[src/rtl/xz_word_serializer.sv]
// xz_word_serializer: captures a four-state word, scrubs X/Z to 0,
// and streams the cleaned bits out LSB first on valid/ready.
module xz_word_serializer #(
  parameter int WORD_W = 18,
  parameter int FCNT_W = 8
) (
  input  logic              clk,
  input  logic              rst_n,
  input  logic [WORD_W-1:0] in_word,
  input  logic signed [31:0] in_len,
  input  logic              in_valid,
  output logic              in_ready,
  output logic              out_bit,
  output logic              out_valid,
  input  logic              out_ready,
  output logic              out_last,
  output logic [4:0]        xz_count,
  output logic              xz_flag,
  output logic [FCNT_W-1:0] frames_done
);

  localparam logic [0:0] IDLE  = 1'b0;
  localparam logic [0:0] SHIFT = 1'b1;

  logic [0:0]        r_state;
  logic [WORD_W-1:0] r_shreg;
  logic [4:0]        r_remain;
  logic [4:0]        r_xz_count;
  logic              r_xz_flag;
  logic [FCNT_W-1:0] r_frames;

  logic [WORD_W-1:0] w_clean;
  logic [4:0]        w_xz_cnt;
  logic [4:0]        w_len;
  logic              w_last;
  logic              w_take;

  // Only a definite 1 survives; X and Z are counted and become 0.
  always_comb begin
    w_clean  = '0;
    w_xz_cnt = '0;
    for (int i = 0; i < WORD_W; i++) begin
      w_clean[i] = (in_word[i] === 1'b1);
      if (!(in_word[i] === 1'b1) && !(in_word[i] === 1'b0))
        w_xz_cnt = w_xz_cnt + 5'd1;
    end
  end

  always_comb begin
    w_len = 5'd18;
    if (in_len >= 32'sd1 && in_len <= 32'sd18)
      w_len = in_len[4:0];
  end

  assign w_last = (r_state == SHIFT) && (r_remain == 5'd1);
  assign w_take = (r_state == IDLE) && in_valid && rst_n;

  always_ff @(posedge clk or negedge rst_n) begin
    if (!rst_n) begin
      r_state    <= IDLE;
      r_shreg    <= '0;
      r_remain   <= '0;
      r_xz_count <= '0;
      r_xz_flag  <= 1'b0;
      r_frames   <= '0;
    end else begin
      unique case (1'b1)
        (r_state == IDLE): begin
          if (w_take) begin
            r_shreg    <= w_clean;
            r_remain   <= w_len;
            r_xz_count <= w_xz_cnt;
            r_xz_flag  <= (w_xz_cnt != 5'd0);
            r_state    <= SHIFT;
          end
        end
        (r_state == SHIFT): begin
          if (out_ready) begin
            r_remain <= r_remain - 5'd1;
            if (w_last) begin
              r_shreg  <= '0;
              r_frames <= r_frames + FCNT_W'(1);
              r_state  <= IDLE;
            end else begin
              r_shreg <= {1'b0, r_shreg[WORD_W-1:1]};
            end
          end
        end
        default: r_state <= IDLE;
      endcase
    end
  end

  assign in_ready    = rst_n && (r_state == IDLE);
  assign out_valid   = (r_state == SHIFT);
  assign out_bit     = r_shreg[0];
  assign out_last    = w_last;
  assign xz_count    = r_xz_count;
  assign xz_flag     = r_xz_flag;
  assign frames_done = r_frames;

endmodule

[config.mk]
export PLATFORM = sky130hd
export DESIGN_NAME = xz_word_serializer
export DESIGN_NICKNAME = d
export VERILOG_FILES = /design/src/rtl/xz_word_serializer.sv
export SDC_FILE = /design/constraint.sdc
export NUM_CORES = 1
export LEC_CHECK = 0
export CAP_MARGIN = 10
export CORE_ASPECT_RATIO = 0.75
export CORE_MARGIN = 2
export CORE_UTILIZATION = 42
export CTS_CLUSTER_SIZE = 12
export DETAILED_ROUTE_END_ITERATION = 8
export PLACE_DENSITY = 0.77
export SYNTH_ARGS = -nofsm -noshare
export SYNTH_HDL_FRONTEND = slang
export SYNTH_SLANG_ARGS = --single-unit
export TNS_END_PERCENT = 30
[constraint.sdc]
create_clock -name clk -period 2.8 [get_ports clk]
set_clock_uncertainty 0.15 [all_clocks]
set_input_delay 0.7 -clock clk [delete_from_list [all_inputs] [get_ports clk]]
set_output_delay 0.7 -clock clk [all_outputs]
set_load 0.005 [all_outputs]
# After elaboration in Yosys (flattened, before gate mapping)
# Index checks and enable logic that the tools add are counted.
dict set report op_classes {
  n_eq_ne 39
  order_cmp 2
  muxes 30
  n_bitwise 1
  addsub 19
  n_reduce_logical 63
}
# cell n
set ops {}
lappend ops {{5-bit two-way mux} 20}
lappend ops {{5-bit by 1-bit adder with 5-bit output (second input constant)} 17}
lappend ops {{1-bit case equality test (second input constant)} 36}
lappend ops {{1-bit zero test} 36}
lappend ops {{18-bit two-way mux} 2}
lappend ops {{18-bit case mux with 2 select lines} 1}
lappend ops {{32-bit by 2-bit >= comparator with 1-bit output (second input constant)} 1}
lappend ops {{32-bit by 6-bit less-or-equal comparator with 1-bit output (second input constant)} 1}
lappend ops {{1-bit logical AND} 23}
lappend ops {{17-bit two-way mux} 1}
lappend ops {{5-bit case mux with 2 select lines} 1}
lappend ops {{8-bit by 1-bit adder with 8-bit output (second input constant)} 1}
lappend ops {{5-bit by 1-bit == test with 1-bit output (second input constant)} 1}
lappend ops {{5-bit nonzero test} 1}
lappend ops {{5-bit by 1-bit subtractor with 5-bit output (second input constant)} 1}
lappend ops {{1-bit two-way mux} 4}
lappend ops {{2-bit != test (second input constant)} 2}
lappend ops {{2-bit AND reduction} 2}
lappend ops {{3-bit AND reduction} 1}
lappend ops {{1-bit case mux with 2 select lines} 1}
lappend ops {{1-bit inverter} 1}
dict set report totals {
  regBits 38
  wordCells 160
  out_inout_bits 18
}

# Longest topological paths before layout
# Gate-level depths: netlist of run 1.
dict set report logic_depth {
  depth_word 39
  depth_mapped 8
  mapped_depth_nobuf 6
}

# Least setup slack after synthesis of run 1
# No wires, ideal clock.
dict set report synth_timing {
  path_type {input to register}
  startpoint {input port in_len[6]}
  endpoint {register r_remain[4]}
  cell_stages 4
  arrival_time_ns 1.905
  required_time_ns 2.523
  n_path_buf 0
  setup_slack_ns 0.618
  path_cell_list {or4_4 a2111oi_4 nor3b_2 a21oi_1}
}
dict set report synth_via {
  elab_chain_len 5
}
# item line_no
set synth_rtl {}
lappend synth_rtl {{start: declaration} 10} ;# input logic signed [31:0] in_len,
lappend synth_rtl {{32-bit by 2-bit >= comparator with 1-bit output / 32-bit by 6-bit less-or-equal comparator with 1-bit output (equally long branches)} 51} ;# if (in_len >= 32'sd1 && in_len <= 32'sd18)
lappend synth_rtl {{1-bit logical AND *} 51}
lappend synth_rtl {{5-bit two-way mux *} 51}
lappend synth_rtl {{5-bit two-way mux *} 69} ;# if (w_take) begin
lappend synth_rtl {{5-bit case mux with 2 select lines *} 67} ;# unique case (1'b1)
lappend synth_rtl {{end signal: assignment} 71} ;# r_remain <= w_len;
lappend synth_rtl {{end signal: assignment} 79} ;# r_remain <= r_remain - 5'd1;
lappend synth_rtl {{end: declaration} 27} ;# logic [4:0] r_remain;
# Mark *: on every way between the ends. The rest lies on a longest branch, timed or not. The select of a mux whose other input is x is not followed.
# A chain may end at the register's enable or synchronous reset.

# Final worst setup path of run 1
dict set report layout_timing {
  startpoint {input port rst_n}
  endpoint {output port in_ready}
}
dict set report layout_via {
  elab_chain_len 1
}
# item line_no
set layout_rtl {}
lappend layout_rtl {{start: declaration} 8} ;# input logic rst_n,
lappend layout_rtl {{1-bit logical AND} 94} ;# assign in_ready = rst_n && (r_state == IDLE);
lappend layout_rtl {{end: declaration} 12} ;# output logic in_ready,
# No other way between the ends.

==> run summary, run 1 <==
post-synthesis async set-or-reset flop share: 100%
Die X: 76.7 um
critical path buffer and inverter count: 2
Tcrit/Tclk final: 95.9%
nets: 295
VDD IR max: 0.000352 V
startpoint types: input port
Post-Syn Area: 1660 um^2
count of different cell masters after synthesis: 38
multiplexer share of the synthesized area: 0.677%
post-synthesis sequential area ratio: 48.2%
max_cap viols: 0
Most used DFF post-synth: dfrtp_1
instance count on the critical path: 3
most common cell after layout, fill and taps aside: clkdlybuf4s50_1
Final WS setup: 115 ps
crit path kind: input port to output port
Slew @ Worst Pin: 630 ps
total CTS buffers: 5
WL final: 3.92 mm
flop and latch count out of synthesis: 32
total track usage: 19.5%
Post-Synthesis Cells: 169
row count: 19
total grt overflow: 0
Final Setup Violations: 0
H-tree Lvls: 2
vias in the first global route: 1455
full die area: 4480 um^2
crit path cell chain: clkdlybuf4s50_1, nor2b_1, clkdlybuf4s50_1
crit end category: output port
pre-CTS setup slack: 117 ps
Final Hold Viols: 0
Worst Hold Margin: 323 ps
DR pass1 iterations: 4
worst r2r dst: r_shreg[14]$_DFFE_PN0P_
total of warnings raised by yosys: 0
CTS tree: yes
Initial Util: 44.6%
Worst Reg-to-Reg Cells: 6
DIE HEIGHT: 58.5 um
first-pass GRT wire length: 6.69 mm
crit path capture: in_ready
DR iter-0 viols: 59
kind of cell adding the most delay to the critical path: buffers and inverters
largest family of logic cells by synthesized area: compound AO/OA/AOI/OAI gates
Max Fanout on Critical Path: 2
final instance area: 2470 um^2
Leakage: 1.04 nW
CORE AREA: 3730 um^2
Crit path required time: 1950 ps
worst relative slew slack: 58.0%
Tot Pwr: 1.87 mW
drt via density: 5.25
crit path launch: rst_n
Mean Syn Cell Area: 9.84 um^2
clk root buf: clkbuf_8
Synth Area in Compound Gates: 21.1%
DRC viols: 0
Area after DPL: 2370 um^2
Routed Antenna Nets: 0
Ant. Diodes: 0
area delta synth->final: 48.5%
RSZ-0062 raised after global routing: false
post-synthesis adder-cell area fraction: 2.26%
worst skew pair latency: 280 ps
final total negative setup slack: 0 ps
Worst Path Arrival: 1840 ps
worst reg2reg startpoint: r_remain[1]$_DFFE_PN0P_
flop2flop setup slack: 680 ps
Max Slew Vio Count: 0
CTS Buffer Depth: 2
initial antenna violation count: 0
Post-Synth XOR/XNOR Area: 3.69%
IO Pins: 72
max frequency: 372 MHz
largest stage delay on the critical path: 510 ps
Hold Buf Count CTS: 0
Pwr Density: 758 nW/um^2
layout cells sized above 1: 9.24%
vias: 1523
most frequent CP cell: clkdlybuf4s50_1
Min-Delay Path Class: register to register
CTS Sinks: 32
leading cell types in the layout, fill and taps excluded: clkdlybuf4s50_1, dfrtp_1, nor2_1
I/O Buffers: 65
status: complete, no violations
Avg WL per Cell: 13.5 um
gpl congestion: 0.814
fin crit period: 2690 ps
critical path's slowest cell: clkdlybuf4s50_1
number of flops mapped to enable cells by yosys: 0
clk slew on worst S/H paths: 60 ps
Simple-Gate Fraction of Synth Area: 17.7%
DP HPWL: 2.97 mm
largest net degree at the start of global routing: 35
-- routing by layer --
| layer | global-route usage [%] | wire, um | up-vias |
|---|---|---|---|
| met5 | 0 | 0 | - |
| met1 | 26.0 | 1910 | 717 |
| met4 | 7.27 | 64 | 0 |
| met3 | 5.98 | 232 | 4 |
| li1 | - | - | 743 |
| met2 | 30.5 | 1710 | 59 |
-- flip-flops by register name (all words and copies together), names as in the netlist --
register and flops:
r_shreg 18, r_remain 5, frames_done 8, out_valid 1
-- worst min path at each step --
stage | from | endpoint | slack, ps | depth (start not counted)
after floorplan | rst_n | frames_done[0]$_DFFE_PN0P_ | 250 | 0
after global placement | frames_done[7]$_DFFE_PN0P_ | frames_done[7]$_DFFE_PN0P_ | 310 | 1
after detailed placement | frames_done[7]$_DFFE_PN0P_ | frames_done[7]$_DFFE_PN0P_ | 320 | 1
after CTS | frames_done[7]$_DFFE_PN0P_ | frames_done[7]$_DFFE_PN0P_ | 330 | 1
after global routing | frames_done[7]$_DFFE_PN0P_ | frames_done[7]$_DFFE_PN0P_ | 350 | 1
final | frames_done[7]$_DFFE_PN0P_ | frames_done[7]$_DFFE_PN0P_ | 320 | 1
-- synth_stat cells, types with 3 or more instances --
cell type  number  area (um^2)
nand4_1         5         31.3
dfrtp_1        32          801
ha_1            3         37.5
a22oi_1        18          135
nand2_1         7         26.3
nor4_1          4         25.0
or4_1           3         22.5
nand3_1         4         20.0
o21ai_0         4         20.0
inv_1           6         22.5
buf_4           7         52.6
a21oi_1        18         90.1
xnor2_1         6         52.6
nor2_1         20         75.1
clkbuf_1        5         18.8
-- stage by stage --
| stage | std cells | utilization (%) |
|---|---|---|
| 2_1_floorplan | 174 | - |
| 3_5_place_dp | 283 | 63.6 |
| 3_3_place_gp | 283 | 63.6 |
| 4_1_cts | 290 | 66.1 |
| 5_1_grt | 290 | 66.1 |
| 6_report | 290 | 66.1 |
-- report_power, final --
group          total [mW]  switching, mW  internal, mW  leakage, nW
clock               0.374          0.156         0.218       0.0503
sequential          0.765          0.127         0.638        0.379
combinational       0.732          0.353         0.380        0.609
total                1.87          0.636          1.24         1.04
-- timing repair --
| action | in CTS | in global routing |
|---|---|---|
| setup endpoints to repair | 1 | 0 |
| resized for setup | 1 | 0 |
| buffers inserted | 0 | 0 |
-- logic make-up after synthesis --
kind of cell / after synthesis
AOI/OAI and AO/OA: 51
xor gates and xnor gates: 7
adders and majority gates: 3
buffers and inverters: 20
DFF: 32
muxes: 1
other: 1
and+or+nand+nor: 54
-- area by class of cell --
class / count / area, um^2
Fill cell: 324 / 1260
Clock buffer: 7 / 96.3
Inverter: 6 / 22.5
Multi-Input combinational cell: 122 / 777
Sequential cell: 32 / 801
Timing Repair Buffer: 71 / 707
Tap cell: 52 / 65.1
Power figures use the tool's default switching activity.
==> inputs of run 2 (changes only) <==
--- a/config.mk
+++ b/config.mk
@@ -11,6 +11,7 @@
 export CORE_UTILIZATION = 42
 export CTS_CLUSTER_SIZE = 12
 export DETAILED_ROUTE_END_ITERATION = 8
+export HOLD_SLACK_MARGIN = 0.05
 export PLACE_DENSITY = 0.77
 export SYNTH_ARGS = -nofsm -noshare
 export SYNTH_HDL_FRONTEND = slang
==> constraint.sdc (replaced) <==
create_clock -name clk -period 2.8 [get_ports clk]
set_clock_uncertainty 0.15 [all_clocks]
set_input_delay 0.42 -clock clk [delete_from_list [all_inputs] [get_ports clk]]
set_output_delay 0.42 -clock clk [all_outputs]
set_load 0.005 [all_outputs]
==> run summary, run 2 (synthesized netlist as in run 1, its figures left out) <==
Hold EP: frames_done[7]$_DFFE_PN0P_ (unchanged)
clk slew on worst S/H paths: 60 ps (about the same)
full die area: 4480 um^2 (unchanged)
CTS Buffer Depth: 2 (unchanged)
Worst Reg-to-Reg Cells: 6 (unchanged)
total grt overflow: 0 (unchanged)
Initial Util: 44.6% (unchanged)
Min-Delay Path Class: register to register (unchanged)
Logic pwr share: 39.3% (was 39.1%)
leading cell types in the layout, fill and taps excluded: clkdlybuf4s50_1, dfrtp_1, nor2_1 (unchanged)
Reg power frac: 42.4% (was 40.9%)
row count: 19 (unchanged)
hold wc startpoint: frames_done[7]$_DFFE_PN0P_ (unchanged)
largest reg by FF count: r_shreg (unchanged)
worst reg2reg startpoint: r_remain[1]$_DFFE_PN0P_ (unchanged)
IO Pins: 72 (unchanged)
Filler Cells Inserted: 337 (was 324)
Worst Path Arrival: 1980 ps (was 1840 ps)
RSZ-0062 raised after global routing: false (unchanged)
Tot Pwr: 1.81 mW (was 1.87 mW)
CORE AREA: 3730 um^2 (unchanged)
status: complete, no violations (unchanged)
max frequency: 393 MHz (was 372 MHz)
most common cell after layout, fill and taps aside: clkdlybuf4s50_1 (unchanged)
gpl congestion: 0.836 (was 0.814)
fin crit period: 2550 ps (was 2690 ps)
Routed Antenna Nets: 0 (unchanged)
largest net degree at the start of global routing: 35 (unchanged)
Avg WL per Cell: 13.2 um (was 13.5 um)
final total negative setup slack: 0 ps (unchanged)
Post-CTS Resized: 0 (was 1)
flop2flop setup slack: 690 ps (was 680 ps)
Ant. Diodes: 0 (unchanged)
Leakage: 1.01 nW (was 1.04 nW)
Slew @ Worst Pin: 579 ps (was 630 ps)
switching pwr: 0.634 mW (was 0.636 mW)
DP HPWL: 3.00 mm (was 2.97 mm)
H-tree Lvls: 2 (unchanged)
Crit path required time: 2230 ps (was 1950 ps)
WL final: 3.79 mm (was 3.92 mm)
DR iter-0 viols: 100 (was 59)
max_cap viols: 0 (unchanged)
first-pass GRT wire length: 6.60 mm (was 6.69 mm)
postcts setup bufs: 0 (unchanged)
max FFs per register: 18 (unchanged)
vias in the first global route: 1413 (was 1455)
CTS tree: yes (unchanged)
Max Slew Vio Count: 0 (unchanged)
DIE HEIGHT: 58.5 um (unchanged)
nets: 293 (was 295)
total track usage: 19.1% (was 19.5%)
Final Setup Violations: 0 (unchanged)
Pwr Density: 746 nW/um^2 (was 758 nW/um^2)
layout cells sized above 1: 8.05% (was 9.24%)
drt via density: 5.15 (was 5.25)
area delta synth->final: 45.7% (was 48.5%)
I/O Buffers: 65 (unchanged)
clk root buf: clkbuf_8 (unchanged)
Hold Buf Count CTS: 0 (unchanged)
internal cell power: 1.17 mW (was 1.24 mW)
Die X: 76.7 um (unchanged)
CTS Sinks: 32 (unchanged)
initial antenna violation count: 0 (unchanged)
worst r2r dst: r_shreg[14]$_DFFE_PN0P_ (unchanged)
Clock power frac: 18.3% (was 20.0%)
Max Fanout on Critical Path: 4 (was 2)
VDD IR max: 0.000419 V (was 0.000352 V)
worst skew pair latency: 280 ps (about the same)
Final Hold Viols: 0 (unchanged)
DRC viols: 0 (unchanged)
crit path kind: register to output port (was input port to output port)
crit end category: output port (unchanged)
hold depth: 1 (unchanged)
DR pass1 iterations: 4 (unchanged)
vias: 1482 (was 1523)
Tcrit/Tclk final: 91.0% (was 95.9%)
startpoint types: register (was input port)
worst relative slew slack: 61.4% (was 58.0%)
Sw Share: 35.1% (was 34.0%)
total CTS buffers: 5 (unchanged)
Worst Hold Margin: 345 ps (was 323 ps)
[run 2: cell types whose count changed in the layout (fill, tap and decap cells not counted)]
cell	change
buf_12	-1
buf_4	-1
clkbuf_1	+1
clkbuf_8	-2
clkdlybuf4s50_1	+1
clkinv_2	+1
dlygate4sd2_1	-1
[run 2: final cells by class]
cell class	count	area (um^2)	area share [%]
Clock buffer	6	72.6	2.99
Clock inverter	1	5.00	0.207
Inverter	6	22.5	0.929
Multi-Input combinational cell	122	777	32.1
Sequential cell	32	801	33.0
Tap cell	52	65.1	2.68
Timing Repair Buffer	69	681	28.1
[run 2: metal layers]
| metal | wire (um) | track usage (%) |
|---|---|---|
| met5 | 0 | 0 |
| met4 | 61 | 7.79 |
| met3 | 262 | 5.06 |
| met2 | 1630 | 27.8 |
| met1 | 1840 | 27.4 |
[run 2: power by group through the flow]
stage	clock, mW	combinational, mW	sequential, mW
floorplan	0	0.497	0.734
global placement	0	0.698	0.768
detailed placement	0	0.712	0.775
CTS	0.336	0.719	0.768
global route	0.361	0.809	0.797
finish	0.330	0.710	0.767
[run 2: how the worst max path moves through the flow]
stage,startpoint,slack (ps),endpoint,cells after the start
floorplan,r_remain[1]$_DFFE_PN0P_,830,r_shreg[0]$_DFFE_PN0P_,8
global placement,in_len[6],440,r_remain[4]$_DFFE_PN0P_,5
detailed placement,in_len[6],400,r_remain[4]$_DFFE_PN0P_,5
CTS,r_remain[1]$_DFFE_PN0P_,240,out_last,5
global route,r_remain[1]$_DFFE_PN0P_,130,out_last,5
finish,r_remain[1]$_DFFE_PN0P_,250,out_last,5
[run 2: critical path, stage by stage (launching register included)]
cell and delay [ps]:
dfrtp_1 380, inv_1 80, ha_1 130, or4b_4 480, nor2_1 120, clkdlybuf4s50_1 510
[run 2: through the flow]
stage                     std cells  util, %  cell area, um^2  setup WS, ps
after floorplan                 174        -             1680           827
after global placement          281     62.9             2350           435
after detailed placement        281     62.9             2350           396
after CTS                       288     64.9             2420           242
after global routing            288     64.9             2420           132
final                           288     64.9             2420           253
